### src/rtl/tuner_sweep_ctrl_pkg.sv
// ---------------------------------------------------------------------------
// wdm_pkg -- shared types for the ring tuner sweep controller.
//
// Contents:
//   RESULT_W        width of each field in the exported sweep result
//   sweep_state_t   sweep FSM state (IDLE, SETTLE, REQ, WAIT, DONE)
//   sweep_result_t  running best of a sweep: {code, pwr}, zero-extended
//   make_result()   builds a sweep_result_t from two zero-extended fields
// ---------------------------------------------------------------------------
package wdm_pkg;

    // Result fields are sized for the widest DAC/ADC this controller is
    // expected to be built with; narrower codes/samples are zero-extended.
    localparam int RESULT_W = 16;

    typedef enum logic [2:0] {
        ST_IDLE   = 3'd0,
        ST_SETTLE = 3'd1,
        ST_REQ    = 3'd2,
        ST_WAIT   = 3'd3,
        ST_DONE   = 3'd4
    } sweep_state_t;

    typedef struct packed {
        logic [RESULT_W-1:0] code;
        logic [RESULT_W-1:0] pwr;
    } sweep_result_t;

    function automatic sweep_result_t make_result(
        input logic [RESULT_W-1:0] code,
        input logic [RESULT_W-1:0] pwr
    );
        sweep_result_t r;
        r.code = code;
        r.pwr  = pwr;
        return r;
    endfunction

endpackage

### src/rtl/tuner_sweep_ctrl_if.sv
// ---------------------------------------------------------------------------
// tuner_sweep_ctrl_if -- power-detector handshake between the sweep
// controller (master) and the ring power detector (slave).
//
// Signals:
//   o_dig_pwr_read_val       master -> slave  read request
//   i_dig_pwr_read_rdy       slave  -> master read request accepted
//   i_dig_pwr_detect_val     slave  -> master detected power is valid
//   o_dig_pwr_detect_rdy     master -> slave  master can take a sample
//   i_dig_ring_pwr_detected  slave  -> master detected thru power sample
//
// Handshake: each channel transfers on a rising edge where both valid and
// ready are 1. The master keeps read_val high, without changing the tuning
// code, until read_rdy is seen; detect_val is only acted on while the master
// holds detect_rdy high, so pulses at any other time are dropped.
// ---------------------------------------------------------------------------
interface tuner_sweep_ctrl_if #(
    parameter int ADC_WIDTH = 8
);
    logic                 o_dig_pwr_read_val;
    logic                 i_dig_pwr_read_rdy;
    logic                 i_dig_pwr_detect_val;
    logic                 o_dig_pwr_detect_rdy;
    logic [ADC_WIDTH-1:0] i_dig_ring_pwr_detected;

    modport master (
        output o_dig_pwr_read_val,
        output o_dig_pwr_detect_rdy,
        input  i_dig_pwr_read_rdy,
        input  i_dig_pwr_detect_val,
        input  i_dig_ring_pwr_detected
    );

    modport slave (
        input  o_dig_pwr_read_val,
        input  o_dig_pwr_detect_rdy,
        output i_dig_pwr_read_rdy,
        output i_dig_pwr_detect_val,
        output i_dig_ring_pwr_detected
    );
endinterface

### src/rtl/tuner_sweep_ctrl_settle_timer.sv
// ---------------------------------------------------------------------------
// tuner_settle_timer -- counts the thermal-settle wait for one DAC code.
//
// Ports:
//   clk, rst_n  clock, asynchronous active-low reset
//   load        clear the count (held while not settling)
//   count       advance the count by one each cycle
//   expire      high in the last of CYCLES counting cycles
// ---------------------------------------------------------------------------
module tuner_settle_timer #(
    parameter int CYCLES = 4
) (
    input  logic clk,
    input  logic rst_n,
    input  logic load,
    input  logic count,
    output logic expire
);
    localparam int CW = (CYCLES > 1) ? $clog2(CYCLES) : 1;

    logic [CW-1:0] cnt;

    always_ff @(posedge clk or negedge rst_n) begin
        if (!rst_n) begin
            cnt <= '0;
        end else if (load) begin
            cnt <= '0;
        end else if (count) begin
            cnt <= cnt + CW'(1);
        end
    end

    // Counting starts at 0, so expire in the CYCLES-th counting cycle.
    assign expire = count && (cnt == CW'(CYCLES - 1));
endmodule

### src/rtl/tuner_sweep_ctrl.sv
// ---------------------------------------------------------------------------
// tuner_sweep_ctrl -- sweeps a ring tuning DAC from min to max in steps,
// waits for the ring to settle at each code, reads the detected thru power
// and reports the code with the lowest power (resonance).
//
// Ports:
//   i_clk, i_rst_n        clock, asynchronous active-low reset
//   i_sweep_start         start pulse, sampled only when idle
//   i_dac_code_min/max    sweep range (min > max gives a single point at min)
//   i_dac_code_step       code increment (0 is treated as 1)
//   pwr                   power-detector handshake (master side)
//   o_dac_tune            code driven to the tuning DAC
//   o_busy                high whenever the sweep FSM is not idle
//   o_done                one-cycle pulse at the end of a sweep
//   o_best_code/o_best_pwr  result of the last completed sweep
//   o_dbg_state           current FSM state
//   o_dbg_result          running best of the sweep in progress
//
// Build option: define TUNER_SWEEP_LOCK_EN to park o_dac_tune on the best
// code once a sweep completes; otherwise it keeps the last swept code.
// ---------------------------------------------------------------------------
module tuner_sweep_ctrl
    import wdm_pkg::*;
#(
    parameter int DAC_WIDTH     = 8,
    parameter int ADC_WIDTH     = 8,
    parameter int SETTLE_CYCLES = 4
) (
    input  logic                 i_clk,
    input  logic                 i_rst_n,
    input  logic                 i_sweep_start,
    input  logic [DAC_WIDTH-1:0] i_dac_code_min,
    input  logic [DAC_WIDTH-1:0] i_dac_code_max,
    input  logic [DAC_WIDTH-1:0] i_dac_code_step,
    tuner_sweep_ctrl_if.master   pwr,
    output logic [DAC_WIDTH-1:0] o_dac_tune,
    output logic                 o_busy,
    output logic                 o_done,
    output logic [DAC_WIDTH-1:0] o_best_code,
    output logic [ADC_WIDTH-1:0] o_best_pwr,
    output sweep_state_t         o_dbg_state,
    output sweep_result_t        o_dbg_result
);
    localparam logic [ADC_WIDTH-1:0] PWR_ONES = {ADC_WIDTH{1'b1}};

    sweep_state_t          state;
    sweep_result_t         run_best;
    logic [DAC_WIDTH-1:0]  max_r;
    logic [DAC_WIDTH-1:0]  step_r;

    logic                  settle_active;
    logic                  settle_expire;
    logic [DAC_WIDTH-1:0]  run_code;
    logic [ADC_WIDTH-1:0]  run_pwr;
    logic                  sample_better;
    logic [DAC_WIDTH-1:0]  nxt_code;
    logic [ADC_WIDTH-1:0]  nxt_pwr;
    logic [DAC_WIDTH:0]    step_sum;
    logic                  sweep_last;

    assign settle_active = (state == ST_SETTLE);

    tuner_settle_timer #(
        .CYCLES(SETTLE_CYCLES)
    ) u_settle (
        .clk   (i_clk),
        .rst_n (i_rst_n),
        .load  (!settle_active),
        .count (settle_active),
        .expire(settle_expire)
    );

    assign run_code = run_best.code[DAC_WIDTH-1:0];
    assign run_pwr  = run_best.pwr[ADC_WIDTH-1:0];

    // Strict compare: ties keep the earlier (lower) code, and an all-ones
    // sample can never beat the all-ones starting value.
    assign sample_better = (pwr.i_dig_ring_pwr_detected < run_pwr);
    assign nxt_code      = sample_better ? o_dac_tune : run_code;
    assign nxt_pwr       = sample_better ? pwr.i_dig_ring_pwr_detected : run_pwr;

    // One extra bit so a step past the top of the DAC range ends the sweep
    // instead of wrapping back to a low code.
    assign step_sum   = {1'b0, o_dac_tune} + {1'b0, step_r};
    assign sweep_last = (step_sum > {1'b0, max_r});

    always_ff @(posedge i_clk or negedge i_rst_n) begin
        if (!i_rst_n) begin
            state                    <= ST_IDLE;
            run_best                 <= make_result('0, RESULT_W'(PWR_ONES));
            max_r                    <= '0;
            step_r                   <= '0;
            o_dac_tune               <= '0;
            o_done                   <= 1'b0;
            o_best_code              <= '0;
            o_best_pwr               <= PWR_ONES;
            pwr.o_dig_pwr_read_val   <= 1'b0;
            pwr.o_dig_pwr_detect_rdy <= 1'b0;
        end else begin
            o_done <= 1'b0;
            case (state)
                ST_IDLE: begin
                    if (i_sweep_start) begin
                        max_r      <= i_dac_code_max;
                        step_r     <= (i_dac_code_step == '0) ? DAC_WIDTH'(1)
                                                              : i_dac_code_step;
                        o_dac_tune <= i_dac_code_min;
                        // Seeding the best code with min makes an all-ones
                        // sweep report min.
                        run_best   <= make_result(RESULT_W'(i_dac_code_min),
                                                  RESULT_W'(PWR_ONES));
                        state      <= ST_SETTLE;
                    end
                end
                ST_SETTLE: begin
                    if (settle_expire) begin
                        pwr.o_dig_pwr_read_val <= 1'b1;
                        state                  <= ST_REQ;
                    end
                end
                ST_REQ: begin
                    if (pwr.i_dig_pwr_read_rdy) begin
                        pwr.o_dig_pwr_read_val   <= 1'b0;
                        pwr.o_dig_pwr_detect_rdy <= 1'b1;
                        state                    <= ST_WAIT;
                    end
                end
                ST_WAIT: begin
                    if (pwr.i_dig_pwr_detect_val) begin
                        pwr.o_dig_pwr_detect_rdy <= 1'b0;
                        run_best <= make_result(RESULT_W'(nxt_code), RESULT_W'(nxt_pwr));
                        if (sweep_last) begin
                            o_done      <= 1'b1;
                            o_best_code <= nxt_code;
                            o_best_pwr  <= nxt_pwr;
`ifdef TUNER_SWEEP_LOCK_EN
                            o_dac_tune  <= nxt_code;
`endif
                            state       <= ST_DONE;
                        end else begin
                            o_dac_tune <= step_sum[DAC_WIDTH-1:0];
                            state      <= ST_SETTLE;
                        end
                    end
                end
                ST_DONE: begin
                    state <= ST_IDLE;
                end
                default: begin
                    state <= ST_IDLE;
                end
            endcase
        end
    end

    assign o_busy       = (state != ST_IDLE);
    assign o_dbg_state  = state;
    assign o_dbg_result = run_best;
endmodule

### src/flat_wrapper.sv
// flat-port wrapper written by rule: the top's interface ports become plain ports
module tuner_sweep_ctrl_flat import wdm_pkg::*;
#(
    parameter int DAC_WIDTH     = 8,
    parameter int ADC_WIDTH     = 8,
    parameter int SETTLE_CYCLES = 4
)
  (i_clk, i_rst_n, i_sweep_start, i_dac_code_min, i_dac_code_max, i_dac_code_step, o_dac_tune, o_busy, o_done, o_best_code, o_best_pwr, o_dbg_state, o_dbg_result, pwr_o_dig_pwr_read_val, pwr_o_dig_pwr_detect_rdy, pwr_i_dig_pwr_read_rdy, pwr_i_dig_pwr_detect_val, pwr_i_dig_ring_pwr_detected);
  tuner_sweep_ctrl_if #(.ADC_WIDTH(ADC_WIDTH)) pwr_i ();
  input  logic i_clk;
  input  logic i_rst_n;
  input  logic i_sweep_start;
  input  logic [DAC_WIDTH-1:0] i_dac_code_min;
  input  logic [DAC_WIDTH-1:0] i_dac_code_max;
  input  logic [DAC_WIDTH-1:0] i_dac_code_step;
  output logic [DAC_WIDTH-1:0] o_dac_tune;
  output logic o_busy;
  output logic o_done;
  output logic [DAC_WIDTH-1:0] o_best_code;
  output logic [ADC_WIDTH-1:0] o_best_pwr;
  output sweep_state_t o_dbg_state;
  output sweep_result_t o_dbg_result;
  output wire logic [$bits(pwr_i.o_dig_pwr_read_val)-1:0] pwr_o_dig_pwr_read_val;
  output wire logic [$bits(pwr_i.o_dig_pwr_detect_rdy)-1:0] pwr_o_dig_pwr_detect_rdy;
  input wire logic [$bits(pwr_i.i_dig_pwr_read_rdy)-1:0] pwr_i_dig_pwr_read_rdy;
  input wire logic [$bits(pwr_i.i_dig_pwr_detect_val)-1:0] pwr_i_dig_pwr_detect_val;
  input wire logic [$bits(pwr_i.i_dig_ring_pwr_detected)-1:0] pwr_i_dig_ring_pwr_detected;
  assign pwr_o_dig_pwr_read_val = pwr_i.o_dig_pwr_read_val;
  assign pwr_o_dig_pwr_detect_rdy = pwr_i.o_dig_pwr_detect_rdy;
  assign pwr_i.i_dig_pwr_read_rdy = pwr_i_dig_pwr_read_rdy;
  assign pwr_i.i_dig_pwr_detect_val = pwr_i_dig_pwr_detect_val;
  assign pwr_i.i_dig_ring_pwr_detected = pwr_i_dig_ring_pwr_detected;
  tuner_sweep_ctrl #(.DAC_WIDTH(DAC_WIDTH), .ADC_WIDTH(ADC_WIDTH), .SETTLE_CYCLES(SETTLE_CYCLES)) u_core (.i_clk(i_clk), .i_rst_n(i_rst_n), .i_sweep_start(i_sweep_start), .i_dac_code_min(i_dac_code_min), .i_dac_code_max(i_dac_code_max), .i_dac_code_step(i_dac_code_step), .pwr(pwr_i), .o_dac_tune(o_dac_tune), .o_busy(o_busy), .o_done(o_done), .o_best_code(o_best_code), .o_best_pwr(o_best_pwr), .o_dbg_state(o_dbg_state), .o_dbg_result(o_dbg_result));
endmodule
### config.mk
export PLATFORM = sky130hd
export DESIGN_NAME = tuner_sweep_ctrl_flat
export DESIGN_NICKNAME = d
export VERILOG_FILES = /design/src/rtl/tuner_sweep_ctrl_pkg.sv /design/src/rtl/tuner_sweep_ctrl_if.sv /design/src/rtl/tuner_sweep_ctrl_settle_timer.sv /design/src/rtl/tuner_sweep_ctrl.sv /design/src/flat_wrapper.sv
export SDC_FILE = /design/constraint.sdc
export NUM_CORES = 1
export LEC_CHECK = 0
export BUFFER_PORTS_ARGS = -buffer_cell sky130_fd_sc_hd__buf_2
export CAP_MARGIN = 20
export CORE_UTILIZATION = 53
export CTS_CLUSTER_DIAMETER = 80
export CTS_CLUSTER_SIZE = 40
export DETAILED_ROUTE_END_ITERATION = 10
export PLACE_DENSITY = 0.88
export SYNTH_ARGS = -nofsm -noshare
export SYNTH_HDL_FRONTEND = slang
export SYNTH_SLANG_ARGS = --single-unit
### constraint.sdc
create_clock -name i_clk -period 3.9 [get_ports i_clk]
set_input_delay 0.195 -clock i_clk [delete_from_list [all_inputs] [get_ports i_clk]]
set_output_delay 0.195 -clock i_clk [all_outputs]
set_load 0.02 [all_outputs]
==> results of run 1 <==
==> stage by stage <==
| step | power [uW] | hold WS, ps | util | setup WS (ps) | instance area, um2 |
|---|---|---|---|---|---|
| after floorplan | 3380 | -101 | - | 625 | 3720 |
| after global placement | 3950 | 337 | 0.623 | 540 | 4050 |
| after detailed placement | 4060 | 352 | 0.623 | 417 | 4050 |
| after CTS | 4630 | 37.6 | 0.654 | 407 | 4250 |
| after global routing | 5000 | 46.3 | 0.654 | 162 | 4250 |
| final | 4620 | 43.1 | 0.654 | 392 | 4250 |
==> where the power goes <==
| part | leakage, uW | switching (uW) | total [uW] | internal [uW] |
|---|---|---|---|---|
| Combinational | 0.00130 | 1640 | 2750 | 1110 |
| Clock | 0.000102 | 256 | 542 | 286 |
| Sequential | 0.000734 | 282 | 1330 | 1050 |
| Total | 0.00214 | 2180 | 4620 | 2440 |
==> metal layers <==
metal  GRT usage  up-vias
met5           0        -
met4      0.0986        0
met3      0.0506       15
met2       0.386      102
met1       0.325     1417
li1            -     1441
==> critical path, cell delays in order (launching register included) <==
cell	delay, ps
dfrtp_1	440
ha_1	280
fa_1	430
a21o_1	190
a21oi_1	210
xnor2_1	180
ha_1	310
a22oi_1	200
nand2_1	90
o211ai_2	230
nand3_2	150
a21oi_4	350
mux2_4	330
==> repair_timing <==
action | CTS | global route
setup endpoints to repair | 0 | 0
buffers inserted | 0 | 0
hold buffers | 1 | 0
endpoints found under the hold margin | 33 | 0
==> kinds of logic (layout without fill, tap and decap cells) <==
family          after synthesis  after routing  share of synthesized area
fa+ha+maj                    25             25                     0.0874
buf+inv                      51            124                     0.0789
flops                        64             64                      0.442
other cells                   1             16                    0.00102
mux                          25             25                     0.0744
compound gates               95             95                      0.169
simple gates                106            106                      0.132
xor+xnor                      6              6                     0.0143
==> cell type report <==
type | count | area (um2) | area share
clock buffers | 12 | 166 | 0.0392
clock inverters | 4 | 25.0 | 0.00589
inverters | 21 | 78.8 | 0.0186
multi-input cells | 273 | 1810 | 0.426
flip-flops and latches | 64 | 1620 | 0.382
well taps | 77 | 96.3 | 0.0227
repair buffers | 87 | 448 | 0.105
==> path summary, 6_finish.rpt <==
path	start	endpoint	slack, ps	cells past startpoint
max in group asynchronous	i_rst_n	u_core.o_dbg_result[1]	2490	3
hold reg to reg	u_core.u_settle.cnt[0]	u_core.u_settle.cnt[0]	440	1
hold / removal	i_dac_code_max[0]	u_core.max_r[0]	40	3
setup reg to reg	u_core.o_dac_tune[0]	u_core.o_dac_tune[0]	390	12
min in group asynchronous	i_rst_n	u_core.o_best_code[5]	500	2
setup / recovery	u_core.o_dac_tune[0]	u_core.o_dac_tune[0]	390	12
==> sequential cells by signal, indices dropped and copies added, names as in the netlist <==
name and cells:
u_core.o_best_pwr 8, u_core.o_done 1, u_core.max_r 8, u_core.pwr.o_dig_pwr_detect_rdy 1
u_core.u_settle.cnt 2, u_core.o_dbg_state 3, u_core.o_dbg_result 16, u_core.o_dac_tune 8
u_core.o_best_code 8, u_core.step_r 8, u_core.pwr.o_dig_pwr_read_val 1
==> placed cells by master, fill, tap and decap left out, types with 2 or more instances in the layout <==
cell type	instances
buf_2	83
nand2_1	52
dfrtp_1	48
a21oi_1	37
nor2_1	31
ha_1	24
inv_1	21
mux2i_1	19
o21ai_0	16
conb_1	16
dfstp_2	16
clkbuf_8	10
o22ai_1	8
a2bb2oi_1	7
o22a_1	6
xnor2_1	5
nor3_1	5
mux2_4	4
o21ai_1	3
a31oi_1	3
a21oi_4	3
buf_4	3
a21o_1	2
o211ai_1	2
nand4_1	2
nand3_2	2
mux2_2	2
clkinv_2	2
==> summary.md, run 1 <==
| Metric | Value |
|---|---|
| Outcome | `complete, no violations` |
| Die width | `85.2 um` |
| Clock latency at the later pin of the worst-skew pair | `340 ps` |
| Worst Skew | `10.3 ps` |
| Unrepaired setup endpoints after global routing | `no` |
| DR WL/cell | `15.3 um` |
| WS Path Type | `flop to flop` |
| Die area | `0.00725 mm2` |
| Clock sinks | `64` |
| YS warnings | `0` |
| Antenna Nets Post-Route | `0` |
| M1 WL | `3670 um` |
| P&R area growth vs syn | `15.9%` |
| Static Leak | `0.00214 uW` |
| Max Used Layer | `met4` |
| Synth Area per Inst | `9.83 um2` |
| GP Congestion | `0.882` |
| Final wirelength | `8240 um` |
| TritonCTS Buffers | `9` |
| Post-synth ARST share | `1.00` |
| DR iter-0 viols | `150` |
| DP Wirelength | `6160 um` |
| Max-slew headroom | `0.438` |
| Max-cap viol count | `0` |
| Crit start category | `flop` |
| Register area share after synthesis | `0.442` |
| Worst path required time | `4120 ps` |
| First-pass GRT wire length | `13,700 um` |
| Syn Std Cell Area | `0.00366 mm2` |
| Layout Cells excl Fill | `538` |
| ANT cells | `0` |
| # IOs | `100` |
| Most used DFF post-synth | `dfrtp_1` |
| Tmin final | `3510 ps` |
| Post-synth EDFFs | `0` |
| Final Hold Vio Count | `0` |
| H-tree levels | `3` |
| Period utilization | `0.900` |
| Initial core utilization | `0.564` |
| Root Driver | `clkbuf_8` |
| # setup viols final | `0` |
| Routed via count | `2,975` |
| Share of layout cells above drive strength 1 | `0.297` |
| Row count | `29` |
| Drt first pass iters | `4` |
| Clock slew at the register clock pins of the worst setup and hold paths | `70 ps` |
| Core area | `0.00649 mm2` |
| Layout net count | `518` |
| DRC | `0` |
| Initial antenna violation count | `0` |
| Vias in the first global route | `2,808` |
| Top-area cell type share of the netlist area | `0.328` |
| Slew Viols, Final | `0` |
| Dominant cell by count in the synthesized netlist | `nand2_1` |
| Dominant cell type by area after synthesis | `dfrtp_1` |
| Via/cell ratio | `5.53` |
| Commonest cells post-synth | `nand2_1 (52), dfrtp_1 (48), a21oi_1 (37)` |
| CP max FO | `8` |
| Hold Path Class | `input port to flop` |
| Post-CTS resize count | `0` |
| Detail Route met3 WL | `502 um` |
| Synth top area cells | `dfrtp_1 (33%), dfstp_2 (11%), ha_1 (8.2%), nand2_1 (5.3%), mux2i_1 (5.2%)` |
| Fillcell total | `536` |
| Critical path arrival | `3730 ps` |
| Synthesized flop and latch total | `64` |
| Post-Syn Instances | `373` |
| Pin count of the biggest net entering global routing | `40` |
| Met2 WL | `3900 um` |
| CTS tree | `yes` |
| CP endpoint kind | `flop` |
| I/O Buffers | `83` |
| Netlist cell types | `53` |
| Grt total ovfl | `0` |
| Worst-margin pin slew | `843 ps` |
| Dpl cells | `521` |
| Maximum vdd drop | `0.402 mV` |
| Clk buf depth | `2` |
| Tot GR Track Use | `0.243` |
| Power Density | `1090 mW/mm2` |
| Max Fclk | `285 MHz` |
| Die height | `85.2 um` |
| Setup tns final | `0 ps` |
No activity file was read; power rests on OpenSTA's default activity.
==> run 2: changes to the inputs <==
--- a/config.mk
+++ b/config.mk
@@ -5,11 +5,10 @@
 export SDC_FILE = /design/constraint.sdc
 export NUM_CORES = 1
 export LEC_CHECK = 0
-export BUFFER_PORTS_ARGS = -buffer_cell sky130_fd_sc_hd__buf_2
+export BUFFER_PORTS_ARGS = -buffer_cell sky130_fd_sc_hd__buf_4
 export CAP_MARGIN = 20
 export CORE_UTILIZATION = 53
 export CTS_CLUSTER_DIAMETER = 80
-export CTS_CLUSTER_SIZE = 40
 export DETAILED_ROUTE_END_ITERATION = 10
 export PLACE_DENSITY = 0.88
 export SYNTH_ARGS = -nofsm -noshare
==> run 2 against run 1 <==
Clock skew decreased by 4.8 ps. Core utilization increased by 3.0 points. Wire length increased by 0.53%. Global-route usage increased by 0.29 points. Setup slack got worse by 9.6 ps. Cell count decreased by 0.19%. Hold slack got worse by 8.3 ps. Sequential share of layout area decreased by 1.7 points. Register-to-register slack about the same. Non-clock buffer count decreased by 1. Power increased by 3.5%. Via count decreased by 1.6%. Critical endpoint unchanged.
==> summary.md, run 2 (synthesized netlist as in run 1, its figures left out) <==
| Metric | Value |
|---|---|
| CP endpoint kind | `flop` |
| Grt total ovfl | `0 (unchanged)` |
| Row count | `29 (unchanged)` |
| Worst-margin pin slew | `803 ps (-39.5 ps)` |
| First-pass GRT wire length | `13,700 um (-0.15%)` |
| Vias in the first global route | `2,850 (+1.5%)` |
| H-tree levels | `3 (unchanged)` |
| Crit start category | `flop` |
| Initial core utilization | `0.564 (unchanged)` |
| Combinational fraction of design power | `0.605 (+0.010)` |
| Post-CTS Setup Bufs | `0 (unchanged)` |
| Outcome | `complete, no violations` |
| Max-slew headroom | `0.465 (+0.0263)` |
| Slowest stage delay, CP | `440 ps (about the same)` |
| NetSw | `2190 uW (+0.71%)` |
| Dpl cells | `520 (-0.19%)` |
| WS Path Type | `flop to flop` |
| Pin count of the biggest net entering global routing | `65 (+63%)` |
| Share of layout cells above drive strength 1 | `0.296 (-0.00153)` |
| CP max FO | `8 (unchanged)` |
| Initial antenna violation count | `0 (unchanged)` |
| Cell-internal power | `2590 uW (+5.9%)` |
| RR Startpoint | `u_core.o_dac_tune[0]` |
| Slowest cell on the critical path | `dfrtp_1` |
| Clock latency at the later pin of the worst-skew pair | `350 ps (about the same)` |
| DR WL/cell | `15.4 um (+0.72%)` |
| Max reg flops | `16 (unchanged)` |
| WHS | `34.8 ps (-8.33 ps)` |
| Drt first pass iters | `4 (unchanged)` |
| TritonCTS Buffers | `9 (unchanged)` |
| Switching share of total power | `0.459 (-0.0126)` |
| DP Wirelength | `6100 um (-0.89%)` |
| Die height | `85.2 um (unchanged)` |
| Power Density | `1080 mW/mm2 (-1.1%)` |
| Final wirelength | `8290 um (+0.53%)` |
| DRC | `0 (unchanged)` |
| Clock sinks | `64 (unchanged)` |
| Clock slew at the register clock pins of the worst setup and hold paths | `70 ps (about the same)` |
| Die width | `85.2 um (unchanged)` |
| P&R area growth vs syn | `21.2%` |
| Tmin final | `3520 ps (+9.59 ps)` |
| Hold Path Class | `input port to flop` |
| Routed via count | `2,928 (-1.6%)` |
| Fillcell total | `504 (-6.0%)` |
| CTS tree | `yes` |
| Via/cell ratio | `5.45 (-1.4%)` |
| # setup viols final | `0 (unchanged)` |
| # IOs | `100 (unchanged)` |
| Critical path arrival | `3750 ps (+20 ps)` |
| Clock Power Share | `0.117 (about the same)` |
| Core area | `0.00649 mm2 (unchanged)` |
| Setup tns final | `0 ps (unchanged)` |
| Antenna Nets Post-Route | `0 (unchanged)` |
| Min-delay src | `i_dac_code_max[0]` |
| Period utilization | `0.902 (+0.00246)` |
| ANT cells | `0 (unchanged)` |
| Most frequent cells in the layout | `buf_4 (85), nand2_1 (52), dfrtp_1 (48), a21oi_1 (37), nor2_1 (31)` |
| Unrepaired setup endpoints after global routing | `no` |
| Commonest non-fill, non-tap cell in the layout | `buf_4` |
| Root Driver | `clkbuf_8` |
| DR iter-0 viols | `159 (+6.0%)` |
| Power share of the sequential group | `0.279 (-0.008)` |
| I/O Buffers | `83 (unchanged)` |
| Layout Cells excl Fill | `537 (-0.19%)` |
| Worst path required time | `4130 ps (about the same)` |
| GP Congestion | `0.884 (+0.24%)` |
| Clk buf depth | `2 (unchanged)` |
| Tot GR Track Use | `0.246 (+0.00294)` |
| Crit path launch | `u_core.o_dac_tune[0]` |
| Layout net count | `517 (-0.19%)` |
| Die area | `0.00725 mm2 (unchanged)` |
| Static Leak | `0.00220 uW (+3.2%)` |
| Worst Skew | `5.46 ps (-4.80 ps)` |
| Max Fclk | `284 MHz (-0.27%)` |
| CP Cell Sequence | `ha_1 -> fa_1 -> a211oi_1 -> o21ai_1 -> nand2_1 -> xnor2_1 -> ha_1 -> a22oi_1 -> nand2_1 -> o211ai_2 -> nand3_2 -> a21oi_4 -> mux2_4` |
| Maximum vdd drop | `0.460 mV (+15%)` |
| Final Hold Vio Count | `0 (unchanged)` |
| Max-cap viol count | `0 (unchanged)` |
| Slew Viols, Final | `0 (unchanged)` |
-- run 2: cell types whose count changed in the layout (fill, tap and decap cells not counted), sizes merged --
cell and change:
clkbuf -2, clkinvlp +2, buf -1, bufinv +1, inv -1
-- run 2: layout make-up --
class | instances | area (um2) | area share
Timing Repair Buffer | 86 | 648 | 0.146
Clock buffer | 10 | 128 | 0.0287
Sequential cell | 64 | 1620 | 0.365
Clock inverter | 6 | 60.1 | 0.0135
Inverter | 21 | 78.8 | 0.0177
Multi-Input combinational cell | 273 | 1810 | 0.407
Tap cell | 77 | 96.3 | 0.0217
-- run 2: final timing paths --
| path | depth (start not counted) | slack, ps | end |
|---|---|---|---|
| max reg2reg | 13 | 380 | u_core.o_dac_tune[0] |
| min reg2reg | 1 | 460 | u_core.u_settle.cnt[0] |
| max | 13 | 380 | u_core.o_dac_tune[0] |
| min | 3 | 30 | u_core.max_r[0] |
| min in group asynchronous | 2 | 470 | u_core.o_best_code[4] |
| max in group asynchronous | 2 | 2890 | u_core.o_best_code[1] |
-- run 2: critical path: cells and delay by family (launching register included) --
kind,cells,cell delay (ps)
flip-flops,1,440
multiplexers,1,340
AND/OR/NAND/NOR,3,330
adder cells (fa/ha/maj),3,1000
XOR/XNOR,1,150
AO/OA/AOI/OAI,5,1160
-- run 2: per-layer routing --
metal | vias to the layer above | global-route usage | wire length [um]
met3 | 16 | 0.0593 | 560
li1 | 1437 | - | -
met1 | 1369 | 0.320 | 3630
met2 | 106 | 0.394 | 3930
met4 | 0 | 0.102 | 159
met5 | - | 0 | 0
-- run 2: timing repair --
action,in CTS,in global routing
endpoints found under the setup margin,0,0
endpoints found under the hold margin,48,0
resized for setup,0,0
hold buffers,1,0
-- run 2: per-stage QoR --
stage / power (uW) / utilization / area (um2) / setup slack (ps)
6_report: 4780 / 0.684 / 4440 / 382
3_5_place_dp: 4200 / 0.654 / 4250 / 412
5_1_grt: 5160 / 0.684 / 4440 / 77.4
4_1_cts: 4790 / 0.684 / 4440 / 371
2_1_floorplan: 3380 / - / 3720 / 625
3_3_place_gp: 4110 / 0.654 / 4250 / 533
-- run 2: power groups by stage --
stage	registers (uW)	logic, uW	clock network, uW
after floorplan	1550	1840	0
after global placement	1320	2790	0
after detailed placement	1340	2850	0
after CTS	1330	2900	564
after global routing	1380	3180	595
final	1330	2890	557
==> run 3: changes to the inputs <==
--- a/config.mk
+++ b/config.mk
@@ -10,7 +10,8 @@
 export CORE_UTILIZATION = 53
 export CTS_CLUSTER_DIAMETER = 80
 export DETAILED_ROUTE_END_ITERATION = 10
-export PLACE_DENSITY = 0.88
+export PLACE_DENSITY = 0.87
 export SYNTH_ARGS = -nofsm -noshare
 export SYNTH_HDL_FRONTEND = slang
+export SYNTH_HIERARCHICAL = 1
 export SYNTH_SLANG_ARGS = --single-unit
==> run 3 against run 2 <==
Hold slack improved by 21 ps. Highest routed layer unchanged. First-iteration DRC count fell by 15%. Largest power group unchanged. Global-route usage fell by 0.17 points. Critical endpoint is now u_core/o_dac_tune[0].
==> summary.md, run 3 <==
| Metric | Value |
|---|---|
| ANT cells | `0 (unchanged)` |
| Top-area cell type share of the netlist area | `0.322 (-0.00572)` |
| Layout net count | `498 (-3.7%)` |
| YS warnings | `6 (+6)` |
| CP Cell Sequence | `ha_1 -> fa_1 -> a211oi_2 -> o21bai_1 -> a21oi_1 -> xnor2_1 -> ha_1 -> a22oi_1 -> o211ai_1 -> o221ai_2 -> a21o_1 -> o21ai_2 -> a22o_1` |
| Clock Power Share | `0.123 (+0.006)` |
| CP most frequent cell | `ha_1` |
| Crit path buf inv count | `0 (unchanged)` |
| Power Density | `1000 mW/mm2 (-6.7%)` |
| Cell-internal power | `2490 uW (-3.7%)` |
| Crit start category | `flop` |
| Dpl cell area | `0.00433 mm2 (+1.9%)` |
| # IOs | `100 (unchanged)` |
| Row count | `30 (+3.4%)` |
| Post-CTS Setup Bufs | `0 (unchanged)` |
| Power share of the sequential group | `0.277 (-0.002)` |
| Clock slew at the register clock pins of the worst setup and hold paths | `70 ps (about the same)` |
| Drt first pass iters | `4 (unchanged)` |
| P&R area growth vs syn | `21.3% (about the same)` |
| DRC | `0 (unchanged)` |
| Syn Std Cell Area | `0.00373 mm2 (+1.8%)` |
| Tmin final | `3730 ps (+216 ps)` |
| Post-Syn Instances | `353 (-5.4%)` |
| Final Hold Vio Count | `0 (unchanged)` |
| Share of layout cells above drive strength 1 | `0.329 (+0.0331)` |
| WS Path Type | `flop to flop` |
| Combinational fraction of design power | `0.600 (-0.005)` |
| Clock latency at the later pin of the worst-skew pair | `340 ps (about the same)` |
| Post-synth EDFFs | `0 (unchanged)` |
| Initial antenna violation count | `0 (unchanged)` |
| Clock sinks | `64 (unchanged)` |
| Slowest cell on the critical path | `dfrtp_1` |
| Static Leak | `0.00226 uW (+2.7%)` |
| Die width | `85.9 um (+0.86%)` |
| Clk buf depth | `2 (unchanged)` |
| Core area | `0.00679 mm2 (+4.6%)` |
| Post-CTS resize count | `0 (unchanged)` |
| Hold buffers post-CTS | `1 (unchanged)` |
| Synthesized flop and latch total | `64 (unchanged)` |
| H-tree levels | `3 (unchanged)` |
| Initial core utilization | `0.549 (-0.0153)` |
| Synth top area cells | `dfrtp_1 (32%), dfstp_2 (11%), ha_1 (8.1%), mux2i_1 (4.6%), a21oi_1 (4.2%)` |
| Die area | `0.00738 mm2 (+1.7%)` |
| Via/cell ratio | `5.48 (+0.48%)` |
| Slowest stage delay, CP | `450 ps (about the same)` |
| Max Fclk | `268 MHz (-5.8%)` |
| CP top delay family | `compound AO/OA/AOI/OAI gates` |
| Commonest non-fill, non-tap cell in the layout | `buf_4` |
| NetSw | `2050 uW (-6.5%)` |
| Slew Viols, Final | `0 (unchanged)` |
| CTS tree | `yes` |
| Fin area | `0.00452 mm2 (+1.8%)` |
| CP endpoint kind | `flop` |
| Final wirelength | `8560 um (+3.3%)` |
| Register area share after synthesis | `0.435 (-0.00772)` |
| Critical path arrival | `3960 ps (+210 ps)` |
| Maximum vdd drop | `0.491 mV (+6.8%)` |
| Pin count of the biggest net entering global routing | `65 (unchanged)` |
| DR WL/cell | `15.9 um (+3.3%)` |
| Worst-margin pin slew | `794 ps (-8.96 ps)` |
| I/O Buffers | `83 (unchanged)` |
| Vias in the first global route | `2,768 (-2.9%)` |
| Grt total ovfl | `0 (unchanged)` |
| GP Congestion | `0.948 (+7.2%)` |
| Root Driver | `clkbuf_8` |
| First-pass GRT wire length | `13,800 um (+1.3%)` |
| Max-slew headroom | `0.471 (+0.00597)` |
| Routed via count | `2,942 (+0.48%)` |
| # setup viols final | `0 (unchanged)` |
| TritonCTS Buffers | `9 (unchanged)` |
| CP max FO | `10 (+2)` |
| DR iter-0 viols | `135 (-15%)` |
| Hold Path Class | `input port to flop` |
| Setup tns final | `0 ps (unchanged)` |
| Tot GR Track Use | `0.244 (-0.00166)` |
| Most used DFF post-synth | `dfrtp_1` |
| Max reg flops | `16 (unchanged)` |
| Switching share of total power | `0.452 (-0.00746)` |
| Post-synth ARST share | `1.00 (unchanged)` |
| Dominant cell by count in the synthesized netlist | `dfrtp_1` |
| Unrepaired setup endpoints after global routing | `no` |
| Most frequent cells in the layout | `buf_4 (85), dfrtp_1 (48), a21oi_1 (31), nor2_1 (29), ha_1 (24)` |
| Worst Skew | `5.88 ps (+0.427 ps)` |
| Antenna Nets Post-Route | `0 (unchanged)` |
| Worst path required time | `4130 ps (about the same)` |
| DP Wirelength | `6300 um (+3.2%)` |
| Period utilization | `0.957 (+0.0555)` |
| Outcome | `complete, no violations` |
| Netlist cell types | `54 (+1.9%)` |
| Synth Area per Inst | `10.6 um2 (+7.5%)` |
| Commonest cells post-synth | `dfrtp_1 (48), a21oi_1 (31), nor2_1 (29)` |
| Die height | `85.9 um (+0.86%)` |
| Dominant cell type by area after synthesis | `dfrtp_1` |
| Max-cap viol count | `0 (unchanged)` |
==> run 3: cell families after synthesis <==
logic type | after synthesis | synth area share
flip-flops | 64 | 0.435
AND/OR/NAND/NOR | 80 | 0.109
other | 1 | 0.00101
AO/OA/AOI/OAI | 103 | 0.205
XOR/XNOR | 7 | 0.0164
multiplexers | 25 | 0.0698
adder cells (fa/ha/maj) | 25 | 0.0859
buffers and inverters | 48 | 0.0778
==> run 3: stage by stage <==
| stage | hold WS [ps] | total power [uW] | std cells | utilization | setup slack (ps) |
|---|---|---|---|---|---|
| after CTS | 43.6 | 4530 | 537 | 0.666 | 220 |
| after detailed placement | 333 | 3940 | 520 | 0.637 | 245 |
| after global routing | 64.6 | 4840 | 537 | 0.666 | 57.8 |
| after global placement | 325 | 3790 | 520 | 0.637 | 399 |
| after floorplan | -101 | 3180 | 368 | - | 585 |
| final | 55.6 | 4540 | 537 | 0.666 | 166 |
==> run 3: power groups by stage <==
stage	clock network, uW	logic [uW]	registers, uW
floorplan	0	1740	1450
global placement	0	2540	1250
detailed placement	0	2670	1270
CTS	570	2700	1260
global route	598	2940	1300
finish	557	2730	1260
==> run 3: area by class of cell <==
| class | instances | area [um2] |
|---|---|---|
| clock buffers | 11 | 131 |
| clock inverters | 5 | 57.6 |
| fillers | 523 | 2270 |
| inverters | 19 | 71.3 |
| multi-input cells | 256 | 1870 |
| flip-flops and latches | 64 | 1620 |
| well taps | 96 | 120 |
| repair buffers | 86 | 648 |
==> run 3: routing by layer <==
layer	vias up	global-route usage	wire length, um
met1	1395	0.322	3750
met4	0	0.111	168
met3	15	0.0404	499
li1	1408	-	-
met5	-	0	0
met2	124	0.395	4140
==> run 3: worst reg2reg max path: stages (launching register included) <==
cell	delay (ps)
dfrtp_1	450
ha_1	270
fa_1	440
a211oi_2	260
o21bai_1	100
a21oi_1	170
xnor2_1	160
ha_1	290
a22oi_1	180
o211ai_1	140
o221ai_2	320
a21o_1	440
o21ai_2	140
a22o_1	260
==> run 3: worst paths after layout <==
kind	startpoint	end	slack (ps)	depth (start not counted)
worst max-delay path	u_core/o_dac_tune[0]	u_core/o_dac_tune[0]	170	13
worst min-delay path	i_dac_code_max[4]	u_core/max_r[4]	60	3
worst max register to register	u_core/o_dac_tune[0]	u_core/o_dac_tune[0]	170	13
worst min register to register	u_core/o_dbg_result[7]	u_core/o_dbg_result[7]	510	2
max in group asynchronous	i_rst_n	u_core/step_r[5]	2900	2
min in group asynchronous	i_rst_n	u_core/max_r[1]	500	2
